`src/rtl/rv_core_pkg.sv`:
```
// Shared types and sizing constants for the RISC-V single-cycle core.
package rv_core_pkg;

    localparam int XLEN       = 32;
    localparam int NREG       = 32;
    localparam int REG_ADDR_W = 5;

    typedef logic [REG_ADDR_W-1:0] reg_addr_t;
    typedef logic [XLEN-1:0]       xlen_t;

endpackage

```
`src/rtl/onehot_check.sv`:
```
// Classifies the gated write-enable vector: single hit (bit 0 ignored), multi-hit,
// raw bit 0, and the binary index of the selected register.
module onehot_check
    import rv_core_pkg::*;
#(
    parameter int NREG = 32
) (
    input  logic [NREG-1:0] vec,
    output logic            valid_one,
    output logic            multi,
    output logic            bit0,
    output reg_addr_t       idx
);

    logic seen;

    // NOTE: every variable gets a default at the top of always_comb so no path leaves it unassigned and infers a latch.
    always_comb begin
        seen  = 1'b0;
        multi = 1'b0;
        idx   = '0;
        for (int k = 1; k < NREG; k++) begin
            if (vec[k]) begin
                if (seen) multi = 1'b1;
                seen = 1'b1;
                idx  = reg_addr_t'(k);
            end
        end
    end

    assign valid_one = seen & ~multi;
    assign bit0      = vec[0];

endmodule

```
`src/rtl/regfile_onehot.sv`:
```
// 32 x XLEN register file written by a one-hot enable vector, with two combinational
// read ports, optional same-cycle write forwarding and a sticky malformed-vector flag.
module regfile_onehot
    import rv_core_pkg::*;
#(
    parameter int XLEN   = 32,
    parameter int NREG   = 32,
    parameter int BYPASS = 1
) (
    input  logic            i_clk,
    input  logic            i_rst_n,
    input  logic [NREG-1:0] i_wr_en_onehot,
    input  logic [XLEN-1:0] i_wr_data,
    input  reg_addr_t       i_rs1_addr,
    input  reg_addr_t       i_rs2_addr,
    output logic [XLEN-1:0] o_rs1_data,
    output logic [XLEN-1:0] o_rs2_data,
    output logic            o_wr_err,
    input  logic            i_err_clr
);

    localparam bit BYPASS_EN = (BYPASS != 0);

    logic            valid_one;
    logic            multi;
    logic            bit0;
    reg_addr_t       wr_idx;
    logic [XLEN-1:0] regs [1:NREG-1];
    logic            rs1_hit;
    logic            rs2_hit;

    onehot_check #(.NREG(NREG)) u_onehot_check (
        .vec       (i_wr_en_onehot),
        .valid_one (valid_one),
        .multi     (multi),
        .bit0      (bit0),
        .idx       (wr_idx)
    );

    // NOTE: the array is cleared by reset because software expects x1..x31 to read 0 afterwards; state is updated with <= only.
    always_ff @(posedge i_clk or negedge i_rst_n) begin
        if (!i_rst_n) begin
            for (int k = 1; k < NREG; k++) regs[k] <= '0;
        end else if (valid_one) begin
            for (int k = 1; k < NREG; k++) begin
                if (wr_idx == reg_addr_t'(k)) regs[k] <= i_wr_data;
            end
        end
    end

    // Setting wins over a clear arriving in the same cycle.
    always_ff @(posedge i_clk or negedge i_rst_n) begin
        if (!i_rst_n) begin
            o_wr_err <= 1'b0;
        end else if (multi || bit0) begin
            o_wr_err <= 1'b1;
        end else if (i_err_clr) begin
            o_wr_err <= 1'b0;
        end
    end

    // Forwarding only fires for a legal single write; x0 always reads zero.
    assign rs1_hit = BYPASS_EN && valid_one && (wr_idx == i_rs1_addr);
    assign rs2_hit = BYPASS_EN && valid_one && (wr_idx == i_rs2_addr);

    assign o_rs1_data = (i_rs1_addr == '0) ? '0 :
                        rs1_hit            ? i_wr_data : regs[i_rs1_addr];
    assign o_rs2_data = (i_rs2_addr == '0) ? '0 :
                        rs2_hit            ? i_wr_data : regs[i_rs2_addr];

endmodule

```
`config.mk`:
```
export PLATFORM = sky130hd
export DESIGN_NAME = regfile_onehot
export DESIGN_NICKNAME = d
export VERILOG_FILES = /design/src/rtl/rv_core_pkg.sv /design/src/rtl/onehot_check.sv /design/src/rtl/regfile_onehot.sv
export SDC_FILE = /design/constraint.sdc
export NUM_CORES = 2
export LEC_CHECK = 0
export BUFFER_PORTS_ARGS = -buffer_cell sky130_fd_sc_hd__buf_2
export CAP_MARGIN = 20
export CELL_PAD_IN_SITES_DETAIL_PLACEMENT = 0
export CELL_PAD_IN_SITES_GLOBAL_PLACEMENT = 1
export CORE_MARGIN = 2
export CORE_UTILIZATION = 30
export DETAILED_ROUTE_END_ITERATION = 16
export GPL_ROUTABILITY_DRIVEN = 0
export GPL_TIMING_DRIVEN = 1
export PLACE_DENSITY = 0.53
export SETUP_SLACK_MARGIN = 0.15
export SLEW_MARGIN = 20
export SYNTH_ARGS = -nofsm -noshare
export SYNTH_HDL_FRONTEND = slang
export SYNTH_SLANG_ARGS = --single-unit
```
`constraint.sdc`:
```
create_clock -name i_clk -period 7.8 [get_ports i_clk]
set_clock_uncertainty 0.1 [all_clocks]
set_input_delay 0.39 -clock i_clk [delete_from_list [all_inputs] [get_ports i_clk]]
set_output_delay 0.39 -clock i_clk [all_outputs]
set_load 0.005 [all_outputs]
```
## Yosys cells after proc, flatten, opt, wreduce, memory -nomap -nowiden

Cells that the tools add are included.

| word-level totals | value |
|---|---|
| flip-flop bits (word level) | 993 |
| output and inout bits | 65 |
| word-level logic and storage cells | 242 |

| cells by class | value |
|---|---|
| order comparisons | 2 |
| equality and inequality tests | 33 |
| mux-type cells | 134 |
| bitwise operators | 4 |
| reductions and logical operators | 37 |

Operator list:

| cell | count |
|---|---|
| $bmux 32 s5 | 2 |
| $mux 32 | 8 |
| $mux 1 | 94 |
| $eq 5x5->1 const B | 16 |
| $mux 5 | 16 |
| $reduce_and 2->1 | 31 |
| $eq 5x4->1 const B | 8 |
| $mux 4 | 8 |
| $eq 5x3->1 const B | 4 |
| $ge 6x6->1 const B | 2 |
| $mux 3 | 4 |
| $not 5->6 | 2 |
| $eq 5x2->1 const B | 2 |
| $eq 5x5->1 | 2 |
| $logic_not 5->1 | 2 |
| $eq 5x1->1 const B | 1 |
| $mux 2 | 2 |
| $logic_and 1x1->1 | 2 |
| $reduce_bool 2->1 | 1 |
| $and 1x1->1 | 1 |
| $logic_or 1x1->1 | 1 |
| $not 1->1 | 1 |

## Longest topological paths before layout

| depth | value |
|---|---|
| depth in word-level cells | 66 |
| mapped depth | 11 |
| depth with buffers taken out | 7 |

## Hierarchy

Synthesis repeated with hierarchy kept, for this count alone.

| second synthesis, totals | value |
|---|---|
| cell total of the unflattened synthesis | 3855 |
| area, all modules | 54473.5 um^2 |

Modules (own cells, without submodules):

| module | instances | cells an instance | area an instance (um^2) |
|---|---|---|---|
| regfile_onehot | 1 | 3737 | 53796.6 |
| onehot_check | 1 | 118 | 676.9 |

## Least setup slack after synthesis

Ideal clock, no wire load.

| timing path | value |
|---|---|
| path type | input-to-output |
| start point | input port i_rs2_addr[0] |
| end point | output port o_rs2_data[10] |
| arrival | 3.034 ns |
| required time | 7.310 ns |
| setup slack | 4.276 ns |
| stages | 7 |
| path buffers | 3 |
| cells stage by stage | clkbuf_1 -> clkbuf_1 -> buf_1 -> mux4_2 -> mux4_2 -> mux2_2 -> mux2_1 |

| on the way | value |
|---|---|
| word-level cells in the longest chain between the ends | 6 |
| elaborated cells on any way between the ends | 9 |
| classes of those cells | eq/ne: 1; mux: 5; bitwise: 1; reduce/logical: 2 |

RTL lines:

| what | RTL line | text |
|---|---|---|
| from (decl) | regfile_onehot.sv:15 | `input reg_addr_t i_rs2_addr,` |
| $not 5->6 (implied by the code) | regfile_onehot.sv:69 | `rs2_hit ? i_wr_data : regs[i_rs2_addr];` |
| $bmux 32 s5 | regfile_onehot.sv:69 |  |
| $mux 32 (implied by the code) (2 in series) | regfile_onehot.sv:69 |  |
| $mux 32 | regfile_onehot.sv:69 |  |
| $mux 32 * | regfile_onehot.sv:68 | `assign o_rs2_data = (i_rs2_addr == '0) ? '0 :` |
| to (decl) | regfile_onehot.sv:17 | `output logic [XLEN-1:0] o_rs2_data,` |

Every way passes the cells marked *; elsewhere a longest branch is shown, timed or not. The select of a mux whose other input is x is not followed.

## Worst setup path after layout

| timing path | value |
|---|---|
| start point | input port i_wr_en_onehot[2] |
| end point | output port o_rs2_data[22] |

| on the way | value |
|---|---|
| word-level cells in the longest chain between the ends | 64 |
| elaborated cells on any way between the ends | 125 |
| classes of those cells | eq/ne: 1; mux: 121; bitwise: 2; reduce/logical: 1 |

RTL lines:

| what | RTL line | text |
|---|---|---|
| from (decl) | regfile_onehot.sv:12 | `input logic [NREG-1:0] i_wr_en_onehot,` |
| $mux 1 | onehot_check.sv:23 | `if (vec[k]) begin` |
| $mux 1 | onehot_check.sv:24 | `if (seen) multi = 1'b1;` |
| $mux 1 | onehot_check.sv:23 |  |
| $mux 1 | onehot_check.sv:24 |  |
| $mux 1 | onehot_check.sv:23 |  |
| $mux 1 | onehot_check.sv:24 |  |
| $mux 1 | onehot_check.sv:23 |  |
| $mux 1 | onehot_check.sv:24 |  |
| [48 not listed] | -- |  |
| $mux 1 | onehot_check.sv:23 |  |
| $mux 1 | onehot_check.sv:24 |  |
| $mux 1 | onehot_check.sv:23 |  |
| $not 1->1 | onehot_check.sv:31 | `assign valid_one = seen & ~multi;` |
| $and 1x1->1 | onehot_check.sv:31 |  |
| $logic_and 1x1->1 * | regfile_onehot.sv:64 | `assign rs2_hit = BYPASS_EN && valid_one && (wr_idx == i_rs2_addr);` |
| $mux 32 * | regfile_onehot.sv:69 |  |
| $mux 32 * | regfile_onehot.sv:68 |  |

Every way passes the cells marked *; elsewhere a longest branch is shown, timed or not.

==> results.md <==
- Max Clk Rate: 0.230 GHz
- TritonCTS clock tree: yes
- GR Util All Layers: 0.194
- R2R Setup Slk: 6.35 ns
- Synth Cell Area: 54400 um^2
- DRT antenna net count: 0
- Clock Pin Slew Worst Setup and Hold Paths: 0.07 ns
- Synth area leaders: dfrtp_1 (46%), mux4_2 (24%), mux2_2 (17%)
- Post-DP HPWL: 99900 um
- Area of placed instances: 57600 um^2
- Slowest CP cell: nor4_2
- Result of the run: finished, final reports clean
- CP max stage delay: 0.54 ns
- Die Span X: 430 um
- #FFs+latches synth: 993
- CP endpoint kind: primary output
- CTS Buffer Depth: 3
- CP Cell Sequence: buf_2 > nor4_2 > nand4_1 > a221oi_1 > nand3_1 > a211oi_1 > nand4_1 > buf_4 > mux2_1 > buf_2
- Warnings from Yosys: 0
- Hold Vio Cnt, Final: 0
- WHS: 0.195 ns
- Port bufs: 141
- DR vias: 32611
- Post-synth EDFFs: 0
- Setup TNS: 0 ns
- CTS buffer count: 115
- Maximum fanout along the worst path: 17
- Vias in the first global route: 34560
- Endpoints failing setup: 0
- Syn Area/Cell: 15.8 um^2
- Initial antenna violation count: 12
- Filler instances: 17254
- Die area: 185000 um^2
- Placed insts: 5661
- Power density over cell area: 190 nW/um^2
- CORE AREA: 181000 um^2
- Sequential share of the synthesized area: 0.457
- Reg2Reg Depth: 3
- Die H: 430 um
- Hold Startpoint: i_wr_data[29]
- Mapped Cells: 3439
- Hold Path Class: in2reg
- Layout cell share with drive strength beyond 1: 0.526
- Total grt overflow: 0
- # rows: 156
- Family with the most delay on the worst path: simple AND/OR/NAND/NOR gates
- Tightest Pin Transition: 1.07 ns
- Maximum vdd drop: 0.174 mV
- Setup Buffers After CTS: 0
- Clk Latency, worst-skew pair: 0.73 ns
- Startpoint Class: input port
- Final Core Density: 0.343
- Starting Density: 0.301
- Yosys top cell by area: dfrtp_1
- DR WL/cell: 30.4 um
- Hold path cells: 2
- DRC: 0
- Synth unique cells: 57
- RSZ-0062 raised after global routing: no
- Finished layout cell area: 61800 um^2
- I/O pin count: 142
- Area Growth Syn to Fin: 13.6%
- Layout Cells excl Fill: 5883
- CP required: 7.31 ns
- Hold endpoint: regs[317]
- RR Endpoint: o_wr_err
- Total of max-cap violations: 0
- Root buf cell: clkbuf_16
- Syn_nets: 3516
- Detailed Route Iter0 Violations: 1879
- Pre-antenna DRT Iters: 5
- Pins Over Slew Limit: 0
- Pleak: 28.7 nW
- H-tree levels: 3
- FF-to-FF Start: o_wr_err
- Fin crit period: 4.34 ns
- Clock sink total: 993
- WP buf/inv: 3
- Synth cell count leaders: dfrtp_1 (993), mux2_2 (826), mux4_2 (576)
- Most frequent cell after synthesis: dfrtp_1
- Avg Vias per Cell: 5.54
- Ys async rst share: 1.00
- Routed Wire Length: 179000 um
- Synth Flop Type: dfrtp_1
- Slew HR: 0.289
- Largest net degree at the start of global routing: 161
- Post-synth top area share: 0.457
- Nets: 3488
- Period utilisation layout: 0.557
- Crit path DAT: 3.85 ns
- Setup CP Type: in2out
- First-pass GRT wire length: 262000 um
## metal layers
metal | track usage | vias to the layer above | routed length, um
met5 | 0 | - | 55
met3 | 0.0239 | 217 | 5580
li1 | - | 13500 | -
met1 | 0.264 | 18329 | 79500
met2 | 0.329 | 555 | 89400
met4 | 0.0491 | 10 | 4090
## how the worst max path moves through the flow
stage                                  from             end  depth (start not counted)
after floorplan               i_rs2_addr[0]  o_rs2_data[10]                          7
after global placement    i_wr_en_onehot[2]       regs[463]                         10
after detailed placement  i_wr_en_onehot[2]       regs[464]                         10
after CTS                 i_wr_en_onehot[2]  o_rs2_data[13]                         10
after global routing      i_wr_en_onehot[2]  o_rs1_data[22]                         10
final                     i_wr_en_onehot[2]  o_rs2_data[22]                         10
## flip-flops by register name (all words and copies together), names as in the netlist
signal / cells
regs: 992
o_wr_err: 1
## area by class of cell
cell class | count | area (um^2) | area share
Clock inverter | 47 | 683 | 0.0110
Inverter | 10 | 45.0 | 0.000728
Timing Repair Buffer | 225 | 1550 | 0.0250
Clock buffer | 170 | 3480 | 0.0562
Sequential cell | 993 | 24800 | 0.402
Antenna cell | 2 | 5.00 | 0.0000809
Tap cell | 2370 | 2970 | 0.0480
Multi-Input combinational cell | 2066 | 28300 | 0.457
## power by group
group / internal, mW / total (mW) / switching [mW] / leakage [nW]
logic: 0.179 / 0.664 / 0.484 / 12.7
registers: 5.15 / 5.15 / 0.000000657 / 13.9
clock network: 3.60 / 5.92 / 2.31 / 2.06
total: 8.94 / 11.7 / 2.80 / 28.7
## what timing repair did
item | in CTS | in global routing
hold buffers | 3 | 0
gates resized for setup | 0 | 0
endpoints found under the hold margin | 86 | 0
## cells in the final DEF, fill, tap and decap left out, types with 8 or more instances in the layout
cell         n
a21oi_1     11
a22o_1      31
buf_12      10
buf_2      131
buf_4       73
bufinv_16   16
clkbuf_1    19
clkbuf_16  118
clkbuf_8    34
clkinv_2    22
dfrtp_1    993
mux2_1     325
mux2_2     826
mux2i_1     35
mux4_2     576
nand2_1     45
nand3_4     12
nand4_1     21
nor2_1      26
nor2b_1      8
nor3_1      22
nor4_1       8
o21ai_0     39
## cell families (layout without fill, tap and decap cells)
group / after synthesis / in the layout / synth area share
flip-flops: 993 / 993 / 0.457
other: 0 / 2 / 0
adder cells (fa/ha/maj): 1 / 1 / 0.000184
multiplexers: 1762 / 1762 / 0.483
buffers and inverters: 380 / 452 / 0.0270
AO/OA/AOI/OAI: 127 / 127 / 0.0164
XOR/XNOR: 2 / 2 / 0.000322
AND/OR/NAND/NOR: 174 / 174 / 0.0164
## metrics by stage
| stage | power [mW] | setup slack (ns) |
|---|---|---|
| floorplan | 5.60 | 4.28 |
| global placement | 5.93 | 3.22 |
| detailed placement | 5.93 | 3.21 |
| CTS | 11.9 | 3.48 |
| global route | 12.2 | 3.26 |
| finish | 11.7 | 3.46 |
Note: power is estimated with default switching activity, not from simulation.
